## config.mk

```make
export PLATFORM = sky130hd
export DESIGN_NAME = mem_arbiter_flat
export DESIGN_NICKNAME = d
export VERILOG_FILES = /design/src/rtl/mem_arbiter_if.sv /design/src/rtl/mem_arbiter.sv /design/src/flat_wrapper.sv
export SDC_FILE = /design/constraint.sdc
export NUM_CORES = 1
export LEC_CHECK = 0
export CORE_AREA = 2 2 294 296
export CTS_BUF_LIST = sky130_fd_sc_hd__clkbuf_4 sky130_fd_sc_hd__clkbuf_8
export CTS_CLUSTER_SIZE = 30
export DETAILED_ROUTE_END_ITERATION = 6
export DIE_AREA = 0 0 296 298
export PLACE_DENSITY = 0.52
export SLEW_MARGIN = 40
export SYNTH_ARGS = -nofsm -noshare
export SYNTH_HDL_FRONTEND = slang
export SYNTH_SLANG_ARGS = --single-unit
```

## constraint.sdc

```tcl
create_clock -name clk -period 5 [get_ports clk]
set_input_delay 0.75 -clock clk [delete_from_list [all_inputs] [get_ports clk]]
set_output_delay 0.75 -clock clk [all_outputs]
set_load 0.01 [all_outputs]
```

## src/rtl/mem_arbiter_if.sv

```systemverilog
// rtl/mem_arbiter_if.sv - signal bundle between mem_arbiter, both caches and datamem
//
// Purpose: groups the I-cache, D-cache and datamem handshake signals.
// Ports (signals):
//   i_req/i_addr/i_rdata/i_ready                 - I-cache line read
//   d_req/d_we/d_addr/d_wdata/d_rdata/d_ready    - D-cache line fill / write-back
//   mem_req/WriteEnable/memory_address/mem_writedata/mem_readdata/mem_ready - datamem
//   busy                                         - arbiter not idle
// Modports:
//   master - the arbiter (masters datamem, serves both caches)
//   slave  - the environment (caches and datamem)
interface mem_arbiter_if #(
  parameter int ADDR_WIDTH = 32,
  parameter int LINE_WIDTH = 128
);
  logic                  i_req;
  logic [ADDR_WIDTH-1:0] i_addr;
  logic [LINE_WIDTH-1:0] i_rdata;
  logic                  i_ready;

  logic                  d_req;
  logic                  d_we;
  logic [ADDR_WIDTH-1:0] d_addr;
  logic [LINE_WIDTH-1:0] d_wdata;
  logic [LINE_WIDTH-1:0] d_rdata;
  logic                  d_ready;

  logic                  mem_req;
  logic                  WriteEnable;
  logic [ADDR_WIDTH-1:0] memory_address;
  logic [LINE_WIDTH-1:0] mem_writedata;
  logic [LINE_WIDTH-1:0] mem_readdata;
  logic                  mem_ready;

  logic                  busy;

  modport master (
    input  i_req, i_addr, d_req, d_we, d_addr, d_wdata, mem_readdata, mem_ready,
    output i_rdata, i_ready, d_rdata, d_ready,
    output mem_req, WriteEnable, memory_address, mem_writedata, busy
  );

  modport slave (
    output i_req, i_addr, d_req, d_we, d_addr, d_wdata, mem_readdata, mem_ready,
    input  i_rdata, i_ready, d_rdata, d_ready,
    input  mem_req, WriteEnable, memory_address, mem_writedata, busy
  );
endinterface

```

## src/rtl/mem_arbiter.sv

```systemverilog
// rtl/mem_arbiter.sv - I/D cache line arbiter in front of the shared datamem
//
// Purpose: serialises line transactions from the instruction cache (read-only)
// and the data cache (read/write) onto one memory port, one at a time. The
// request is latched at grant. D wins a tie unless it has already taken
// MAX_D_BURST grants in a row while I was waiting, in which case I goes next.
// Ports:
//   clk - rising-edge clock
//   rst - asynchronous active-low reset
//   bus - mem_arbiter_if.master (cache request/response, datamem, busy)
module mem_arbiter #(
  parameter int ADDR_WIDTH  = 32,
  parameter int LINE_WIDTH  = 128,
  parameter int MAX_D_BURST = 4
) (
  input  logic          clk,
  input  logic          rst,
  mem_arbiter_if.master bus
);

  localparam int CNT_W = $clog2(MAX_D_BURST + 1);
  localparam logic [CNT_W-1:0] BURST_MAX = CNT_W'(MAX_D_BURST);

  typedef enum logic [1:0] {IDLE, BUSY, RESP} state_e;
  typedef enum logic {OWN_I, OWN_D} owner_e;

  state_e                state_q,   state_d;
  owner_e                owner_q,   owner_d;
  logic [ADDR_WIDTH-1:0] addr_q,    addr_d;
  logic                  we_q,      we_d;
  logic [LINE_WIDTH-1:0] wdata_q,   wdata_d;
  logic [LINE_WIDTH-1:0] i_rdata_q, i_rdata_d;
  logic [LINE_WIDTH-1:0] d_rdata_q, d_rdata_d;
  logic [CNT_W-1:0]      burst_q,   burst_d;

  logic pick_d;
  logic pick_i;

  // D is refused only when I is waiting and D has used up its burst allowance.
  assign pick_d = bus.d_req && (!bus.i_req || (burst_q != BURST_MAX));
  assign pick_i = bus.i_req && !pick_d;

  always_comb begin
    state_d   = state_q;
    owner_d   = owner_q;
    addr_d    = addr_q;
    we_d      = we_q;
    wdata_d   = wdata_q;
    i_rdata_d = i_rdata_q;
    d_rdata_d = d_rdata_q;
    burst_d   = burst_q;

    case (state_q)
      IDLE: begin
        if (pick_d) begin
          state_d = BUSY;
          owner_d = OWN_D;
          addr_d  = bus.d_addr;
          we_d    = bus.d_we;
          wdata_d = bus.d_wdata;
          // Only grants that overtake a waiting I count toward the burst.
          if (!bus.i_req) begin
            burst_d = '0;
          end else if (burst_q != BURST_MAX) begin
            burst_d = burst_q + CNT_W'(1);
          end
        end else if (pick_i) begin
          state_d = BUSY;
          owner_d = OWN_I;
          addr_d  = bus.i_addr;
          we_d    = 1'b0;
          wdata_d = '0;
          burst_d = '0;
        end
      end
      BUSY: begin
        if (bus.mem_ready) begin
          state_d = RESP;
          if (!we_q) begin
            if (owner_q == OWN_D) begin
              d_rdata_d = bus.mem_readdata;
            end else begin
              i_rdata_d = bus.mem_readdata;
            end
          end
        end
      end
      RESP: begin
        state_d = IDLE;
      end
      default: begin
        state_d = IDLE;
      end
    endcase
  end

  always_ff @(posedge clk or negedge rst) begin
    if (!rst) begin
      state_q   <= IDLE;
      owner_q   <= OWN_I;
      addr_q    <= '0;
      we_q      <= 1'b0;
      wdata_q   <= '0;
      i_rdata_q <= '0;
      d_rdata_q <= '0;
      burst_q   <= '0;
    end else begin
      state_q   <= state_d;
      owner_q   <= owner_d;
      addr_q    <= addr_d;
      we_q      <= we_d;
      wdata_q   <= wdata_d;
      i_rdata_q <= i_rdata_d;
      d_rdata_q <= d_rdata_d;
      burst_q   <= burst_d;
    end
  end

  assign bus.mem_req        = (state_q == BUSY);
  assign bus.WriteEnable    = (state_q == BUSY) && we_q;
  assign bus.memory_address = addr_q;
  assign bus.mem_writedata  = wdata_q;
  assign bus.i_rdata        = i_rdata_q;
  assign bus.d_rdata        = d_rdata_q;
  assign bus.i_ready        = (state_q == RESP) && (owner_q == OWN_I);
  assign bus.d_ready        = (state_q == RESP) && (owner_q == OWN_D);
  assign bus.busy           = (state_q != IDLE);

endmodule

```

## src/flat_wrapper.sv

```systemverilog
// flat-port wrapper written by rule: the top's interface ports become plain ports
module mem_arbiter_flat 
#(
  parameter int ADDR_WIDTH  = 32,
  parameter int LINE_WIDTH  = 128,
  parameter int MAX_D_BURST = 4
)
  (clk, rst, bus_i_req, bus_i_addr, bus_d_req, bus_d_we, bus_d_addr, bus_d_wdata, bus_mem_readdata, bus_mem_ready, bus_i_rdata, bus_i_ready, bus_d_rdata, bus_d_ready, bus_mem_req, bus_WriteEnable, bus_memory_address, bus_mem_writedata, bus_busy);
  mem_arbiter_if #(.ADDR_WIDTH(ADDR_WIDTH), .LINE_WIDTH(LINE_WIDTH)) bus_i ();
  input  logic clk;
  input  logic rst;
  input wire logic [$bits(bus_i.i_req)-1:0] bus_i_req;
  input wire logic [$bits(bus_i.i_addr)-1:0] bus_i_addr;
  input wire logic [$bits(bus_i.d_req)-1:0] bus_d_req;
  input wire logic [$bits(bus_i.d_we)-1:0] bus_d_we;
  input wire logic [$bits(bus_i.d_addr)-1:0] bus_d_addr;
  input wire logic [$bits(bus_i.d_wdata)-1:0] bus_d_wdata;
  input wire logic [$bits(bus_i.mem_readdata)-1:0] bus_mem_readdata;
  input wire logic [$bits(bus_i.mem_ready)-1:0] bus_mem_ready;
  output wire logic [$bits(bus_i.i_rdata)-1:0] bus_i_rdata;
  output wire logic [$bits(bus_i.i_ready)-1:0] bus_i_ready;
  output wire logic [$bits(bus_i.d_rdata)-1:0] bus_d_rdata;
  output wire logic [$bits(bus_i.d_ready)-1:0] bus_d_ready;
  output wire logic [$bits(bus_i.mem_req)-1:0] bus_mem_req;
  output wire logic [$bits(bus_i.WriteEnable)-1:0] bus_WriteEnable;
  output wire logic [$bits(bus_i.memory_address)-1:0] bus_memory_address;
  output wire logic [$bits(bus_i.mem_writedata)-1:0] bus_mem_writedata;
  output wire logic [$bits(bus_i.busy)-1:0] bus_busy;
  assign bus_i.i_req = bus_i_req;
  assign bus_i.i_addr = bus_i_addr;
  assign bus_i.d_req = bus_d_req;
  assign bus_i.d_we = bus_d_we;
  assign bus_i.d_addr = bus_d_addr;
  assign bus_i.d_wdata = bus_d_wdata;
  assign bus_i.mem_readdata = bus_mem_readdata;
  assign bus_i.mem_ready = bus_mem_ready;
  assign bus_i_rdata = bus_i.i_rdata;
  assign bus_i_ready = bus_i.i_ready;
  assign bus_d_rdata = bus_i.d_rdata;
  assign bus_d_ready = bus_i.d_ready;
  assign bus_mem_req = bus_i.mem_req;
  assign bus_WriteEnable = bus_i.WriteEnable;
  assign bus_memory_address = bus_i.memory_address;
  assign bus_mem_writedata = bus_i.mem_writedata;
  assign bus_busy = bus_i.busy;
  mem_arbiter #(.ADDR_WIDTH(ADDR_WIDTH), .LINE_WIDTH(LINE_WIDTH), .MAX_D_BURST(MAX_D_BURST)) u_core (.clk(clk), .rst(rst), .bus(bus_i));
endmodule
```

==> results of run 1 <==
## cells in the mapped netlist
library cell / instances / area (um2)
a21o_1: 1 / 7.51
a21oi_1: 1 / 5.00
a22o_1: 129 / 1130
a31o_2: 1 / 8.76
a32o_1: 2 / 20.0
and2_1: 4 / 25.0
and3_1: 1 / 6.26
and3b_1: 1 / 8.76
and4bb_1: 1 / 12.5
buf_1: 4 / 15.0
buf_2: 42 / 210
buf_4: 17 / 128
buf_6: 3 / 33.8
clkbuf_1: 17 / 63.8
dfrtp_1: 423 / 10600
ha_1: 2 / 25.0
inv_1: 36 / 135
mux2_1: 256 / 2880
nand2_2: 1 / 6.26
nand3_1: 33 / 165
nand4_1: 32 / 200
nand4b_1: 1 / 8.76
nor2_1: 1 / 3.75
nor2b_2: 1 / 8.76
nor3b_1: 1 / 7.51
o21ai_0: 1 / 5.00
o221ai_1: 32 / 280
or2_1: 1 / 6.26
xor2_1: 1 / 8.76
## state kept, by name (all words and copies together), names as in the netlist
signal / flops
u_core.burst_q: 3
u_core.bus.d_rdata: 128
u_core.bus.i_rdata: 128
u_core.bus.mem_writedata: 128
u_core.bus.memory_address: 32
u_core.owner_q: 1
u_core.state_q: 2
u_core.we_q: 1
## worst reg2reg max path, cell delays in order (launching register included)
cell and delay, ps:
dfrtp_1 430, nor2_4 370, buf_4 380, and3_4 260
buf_12 390, a22o_1 440
## placed cells by master, fill, tap and decap left out, types with 5 or more instances in the layout
master             n
a22o_1           129
buf_12             5
buf_4             16
clkbuf_4          20
clkbuf_8          97
clkdlybuf4s50_1  745
clkinv_2           6
dfrtp_1          423
inv_1             36
mux2_1           256
nand3_1           33
nand4_1           32
o221ai_1          32
## power groups by stage
| stage | registers, uW | logic (uW) | clock network (uW) |
|---|---|---|---|
| 4_1_cts | 6000 | 7390 | 3750 |
| 3_5_place_dp | 6010 | 7380 | 0 |
| 3_3_place_gp | 5970 | 7300 | 0 |
| 6_report | 5980 | 7240 | 3580 |
| 2_1_floorplan | 6660 | 2130 | 0 |
| 5_1_grt | 6190 | 7730 | 3910 |
## through the flow
stage | setup WS, ps | hold slack (ps) | util, %
after floorplan | 3020 | 454 | -
after global placement | 1860 | 467 | 29.1
after detailed placement | 1910 | 474 | 29.1
after CTS | 1750 | 114 | 31.1
after global routing | 1650 | 497 | 31.1
final | 1850 | 480 | 31.1
## final cells by class
cell class                 count  area, um2
timing repair buffer         769       7730
fill                        8563      58400
inverter                      36        135
antenna                        2       5.00
sequential                   423      10600
clock buffer                 117       1490
multi-input combinational    504       4850
clock inverter                15        203
tap                         1144       1430
## final timing paths
| check | startpoint | to | slack, ps | cells past startpoint |
|---|---|---|---|---|
| worst min register to register | u_core.bus.i_rdata[87]$_DFFE_PN0P_ | u_core.bus.i_rdata[87]$_DFFE_PN0P_ | 480 | 1 |
| worst max-delay path | u_core.state_q[1]$_DFFE_PN0P_ | bus_busy | 1850 | 4 |
| max in group asynchronous | rst | u_core.state_q[0]$_DFFE_PN0P_ | 3160 | 4 |
| worst max register to register | u_core.state_q[1]$_DFFE_PN0P_ | u_core.bus.mem_writedata[28]$_DFFE_PN0P_ | 2650 | 5 |
| worst min-delay path | u_core.bus.i_rdata[87]$_DFFE_PN0P_ | u_core.bus.i_rdata[87]$_DFFE_PN0P_ | 480 | 1 |
| min in group asynchronous | rst | u_core.bus.d_rdata[80]$_DFFE_PN0P_ | 600 | 2 |
## cells by family after synthesis
| group | count (synthesis) |
|---|---|
| simple gates | 78 |
| compound gates | 167 |
| fa+ha+maj | 2 |
| buf+inv | 119 |
| xor+xnor | 1 |
| flops | 423 |
| mux | 256 |
## routing by layer
metal  wire length (um)  vias up  global-route usage, %
li1                   -     5383                      -
met1              20000     6023                   12.9
met2              29100      585                   22.3
met3               5650      124                   4.62
met4               2110        0                   5.52
met5                  0        -                      0
==> summary.txt, run 1 <==
Floorplanning
  – Vert. Die Dim: 298 um
  – Die Area: 88,200 um2
  – Core area: 84,900 um2
  – Row cnt: 107
  – Initial core utilization: 18.9%
  – Num ports: 747
  – Die W: 296 um

Timing
  – Final Max Tran Viols: 0
  – Final Skew: 48.7 ps
  – Final hold violations: 0
  – Period Utilization, post-route: 62.9%
  – Setup TNS: 0 ps
  – Setup Viol. Count Final: 0
  – Fmax: 0.318 GHz
  – RSZ-0062 raised after global routing: false
  – Min cycle time layout: 3150 ps
  – Slew @ Worst Pin: 787 ps
  – Max-slew headroom: 47.5%

Pwr
  – Leak Pwr: 0.0111 uW
  – Clk pwr share: 21.3%
  – Psw: 5460 uW
  – Pint: 11,300 uW
  – Worst vdd ir: 0.302 mV
  – Reg power frac: 35.6%
  – Comb power frac: 43.1%
  – PD cells: 636 nW/um2
  – Sw Ratio: 32.5%
  – Tot Pwr: 16,800 uW

Clock network
  – Post-CTS Hold Buffers: 0
  – Sinks on Clock Net: 423
  – TritonCTS buffer count: 77
  – Post-CTS setup buffers: 0
  – Clock tree root buffer cell: clkbuf_8
  – CTS tree: done
  – Clock transition at path regs: 60 ps
  – Resized Gates After CTS: 0
  – Later-pin clock latency in the skew report: 650 ps
  – H-tree levels: 3
  – Clk buf depth: 3

Critical path
  – Critical Path AT: 2400 ps
  – Peak per-stage delay on the critical path: 480 ps
  – Max FO, Critical Path: 26
  – Worst path cell trace: nor2_4 -> buf_4 -> inv_1 -> clkdlybuf4s50_1
  – Kind of start point of the critical path: flop
  – CP endpoint kind: output pin
  – Crit path buf inv count: 3
  – Crit-path leading delay family: buffers and inverters
  – Crit-path slowest cell: clkdlybuf4s50_1
  – Kind of critical path: flop to output pin
  – Worst EP required: 4250 ps

Drt
  – DR vias: 12.1k
  – ANT nets after route: 0
  – WL/cell: 18.9 um
  – Vias per inst: 4.02
  – TritonRoute pass-1 iters: 4
  – Drt drc: 0
  – DRT iter0 DRCs: 460
  – WL final: 56.8 mm

Logic synthesis
  – Yosys warning count: 0
  – Syn_area_per_cell: 15.3 um2
  – Mux contribution to synthesized area: 18.0%
  – Sequential area share after synthesis: 66.1%
  – Seq cells post-synth: 423
  – Largest family of logic cells by synthesized area: multiplexers
  – Syn_nets: 1,374
  – Synth Area in Simple Gates: 2.87%
  – Synthesized area: 16,000 um2
  – Compound-cell area share of the yosys netlist: 9.10%
  – Synth unique cells: 29
  – Adder-Cell Fraction of Synth Area: 0.156%
  – XOR/XNOR share of the synthesized area: 0.0547%
  – Post-Syn Instances: 1,046

Global route
  – Initial antenna violation count: 4
  – GRT Total Usage: 12.5%
  – Vias in the first global route: 13.2k
  – Largest net degree at the start of global routing: 134
  – First-pass GRT wire length: 83.7 mm
  – Grt ovf: 0

Placed design
  – Placed cell areas: 24,700 um2
  – Gpl congestion: 0.827
  – DP Cell Count: 2,874
  – DPL Wire Length: 41.9 mm
  – Port bufs: 746

Cells and area
  – Non-Filler Instances: 3,010
  – Design area: 26,400 um2
  – Fin nets: 2,139
  – Layout cell share with drive strength beyond 1: 8.69%
  – Area growth syn-to-layout: 65.2%

Run
  – Max-Cap Viols: 0

Outcome
  – Outcome: finished clean

Worst hold path
  – HP Class: flop to flop
No activity file was read; power rests on OpenSTA's default activity.
==> run 2, diff against run 1 <==
- CORE_AREA: 2 2 294 296 -> 2 2 287 289
- DIE_AREA: 0 0 296 298 -> 0 0 289 291
- PLACE_DENSITY: 0.52 -> 0.54
- clock period: 5 -> 3.15 ns (I/O delays scaled with it)
==> summary.txt, run 2 (synthesis results as in run 1) <==
Drt
  – DR vias: 12.0k (was 12.1k)
  – WL final: 56.7 mm (was 56.8 mm)
  – ANT nets after route: 0 (unchanged)
  – Vias per inst: 4.07 (was 4.02)
  – Drt drc: 0 (unchanged)
  – TritonRoute pass-1 iters: 7 (was 4)
  – DRT iter0 DRCs: 380 (was 460)
  – WL/cell: 19.2 um (was 18.9 um)

Critical path
  – Worst EP required: 2680 ps (was 4250 ps)
  – Critical Path AT: 2120 ps (was 2400 ps)
  – Kind of start point of the critical path: flop (unchanged)
  – Kind of critical path: flop to output pin (unchanged)
  – Max FO, Critical Path: 6 (was 26)
  – CP endpoint kind: output pin (unchanged)
  – FF-to-FF setup slack: 1140 ps (was 2650 ps)

Clock network
  – CTS tree: done (unchanged)
  – Clock tree root buffer cell: clkbuf_8 (unchanged)
  – Clk buf depth: 3 (unchanged)
  – TritonCTS buffer count: 78 (was 77)
  – Clock transition at path regs: 60 ps (about the same)
  – Resized Gates After CTS: 0 (unchanged)
  – Later-pin clock latency in the skew report: 650 ps (about the same)
  – Sinks on Clock Net: 423 (unchanged)
  – H-tree levels: 3 (unchanged)

Floorplanning
  – Row cnt: 105 (was 107)
  – Die W: 289 um (was 296 um)
  – Core area: 81,200 um2 (was 84,900 um2)
  – Num ports: 747 (unchanged)
  – Die Area: 84,100 um2 (was 88,200 um2)
  – Initial core utilization: 19.7% (was 18.9%)
  – Vert. Die Dim: 291 um (was 298 um)

Outcome
  – Outcome: finished clean (unchanged)

Timing
  – Setup TNS: 0 ps (unchanged)
  – Final hold violations: 0 (unchanged)
  – Worst Setup Slack, final: 554 ps (was 1850 ps)
  – Max-slew headroom: 57.8% (was 47.5%)
  – Slew @ Worst Pin: 632 ps (was 787 ps)
  – Final Skew: 47.4 ps (was 48.7 ps)
  – Final Max Tran Viols: 0 (unchanged)
  – RSZ-0062 raised after global routing: false (unchanged)
  – Min cycle time layout: 2600 ps
  – Period Utilization, post-route: 82.4%
  – Fmax: 0.385 GHz
  – Setup Viol. Count Final: 0 (unchanged)

Global route
  – Vias in the first global route: 13.1k (was 13.2k)
  – GRT Total Usage: 13.0% (was 12.5%)
  – Initial antenna violation count: 5 (was 4)
  – First-pass GRT wire length: 83.2 mm (was 83.7 mm)
  – Largest net degree at the start of global routing: 89 (was 134)
  – Grt ovf: 0 (unchanged)

Cells and area
  – Fin nets: 2,151 (was 2,139)
  – Commonest non-fill, non-tap cell in the layout: clkdlybuf4s50_1 (unchanged)
  – Most frequent cells in the layout: clkdlybuf4s50_1 (745), dfrtp_1 (423), mux2_1 (256) (unchanged)
  – Layout cell share with drive strength beyond 1: 9.52% (was 8.69%)
  – Area growth syn-to-layout: 65.6% (was 65.2%)

Pwr
  – PD cells: 1000 nW/um2 (was 636 nW/um2)
  – Worst vdd ir: 0.370 mV (was 0.302 mV)
  – Leak Pwr: 0.0111 uW (about the same)

Placed design
  – Gpl congestion: 0.850 (was 0.827)
  – Port bufs: 746 (unchanged)
  – Dpl ws: 676 ps (was 1910 ps)
  – DPL Wire Length: 41.9 mm (about the same)

Run
  – Max-Cap Viols: 0 (unchanged)

Worst hold path
  – HP Class: input port to async pin (was flop to flop)
-- run 2: cell count changes in the layout (fill, tap and decap cells not counted) --
cell / delta
clkbuf_4: +4
buf_12: +7
diode_2: +2
buf_4: +4
bufinv_16: -4
clkbuf_8: +6
-- run 2: stage by stage --
stage	utilization (%)	instance area, um2	total power (uW)	std cells	hold slack (ps)
final	32.6	26500	26600	2955	303
after CTS	32.6	26500	27200	2951	241
after floorplan	-	16000	14000	1046	177
after detailed placement	30.6	24800	21300	2812	397
after global placement	30.5	24800	21100	2811	466
after global routing	32.6	26500	28300	2955	277
-- run 2: repair_timing --
action                    in CTS  in global routing
buffers inserted               0                  0
hold buffers                   1                  0
hold endpoints to repair      27                  0
-- run 2: final cells by class --
class	count	area [um2]
repair buffers	780	7900
clock inverters	11	82.6
clock buffers	127	1600
well taps	1070	1340
diodes	4	10.0
fillers	8032	54700
multi-input cells	504	4850
flip-flops and latches	423	10600
inverters	36	135
-- run 2: path summary, 6_finish.rpt --
kind	end	cells after the start	startpoint
max in group asynchronous	u_core.bus.d_rdata[112]$_DFFE_PN0P_	4	rst
min	u_core.bus.i_rdata[78]$_DFFE_PN0P_	2	rst
max reg2reg	u_core.bus.d_rdata[79]$_DFFE_PN0P_	4	u_core.state_q[0]$_DFFE_PN0P_
min reg2reg	u_core.bus.i_rdata[80]$_DFFE_PN0P_	1	u_core.bus.i_rdata[80]$_DFFE_PN0P_
max	bus_WriteEnable	3	u_core.state_q[0]$_DFFE_PN0P_
min in group clk	u_core.bus.mem_writedata[34]$_DFFE_PN0P_	2	bus_d_wdata[34]
-- run 2: power breakdown --
| part | internal (uW) | total [uW] | switching (uW) |
|---|---|---|---|
| Sequential | 8050 | 9510 | 1460 |
| Combinational | 6660 | 11500 | 4860 |
| Clock | 3210 | 5590 | 2380 |
| Total | 17900 | 26600 | 8690 |
-- run 2: layer usage --
layer	wire [um]	part of all wire (%)	vias to the layer above	global-route usage, %
li1	-	-	5414	-
met1	21100	37	5973	14.0
met2	29200	52	555	23.5
met3	4660	8.2	93	3.98
met4	1630	2.9	0	5.15
met5	0	0	-	0
-- run 2: critical path, cell delays in order, from the launching register on --
cell and delay [ps]:
dfrtp_1 400, nor2b_2 300, and2_1 230, clkdlybuf4s50_1 590
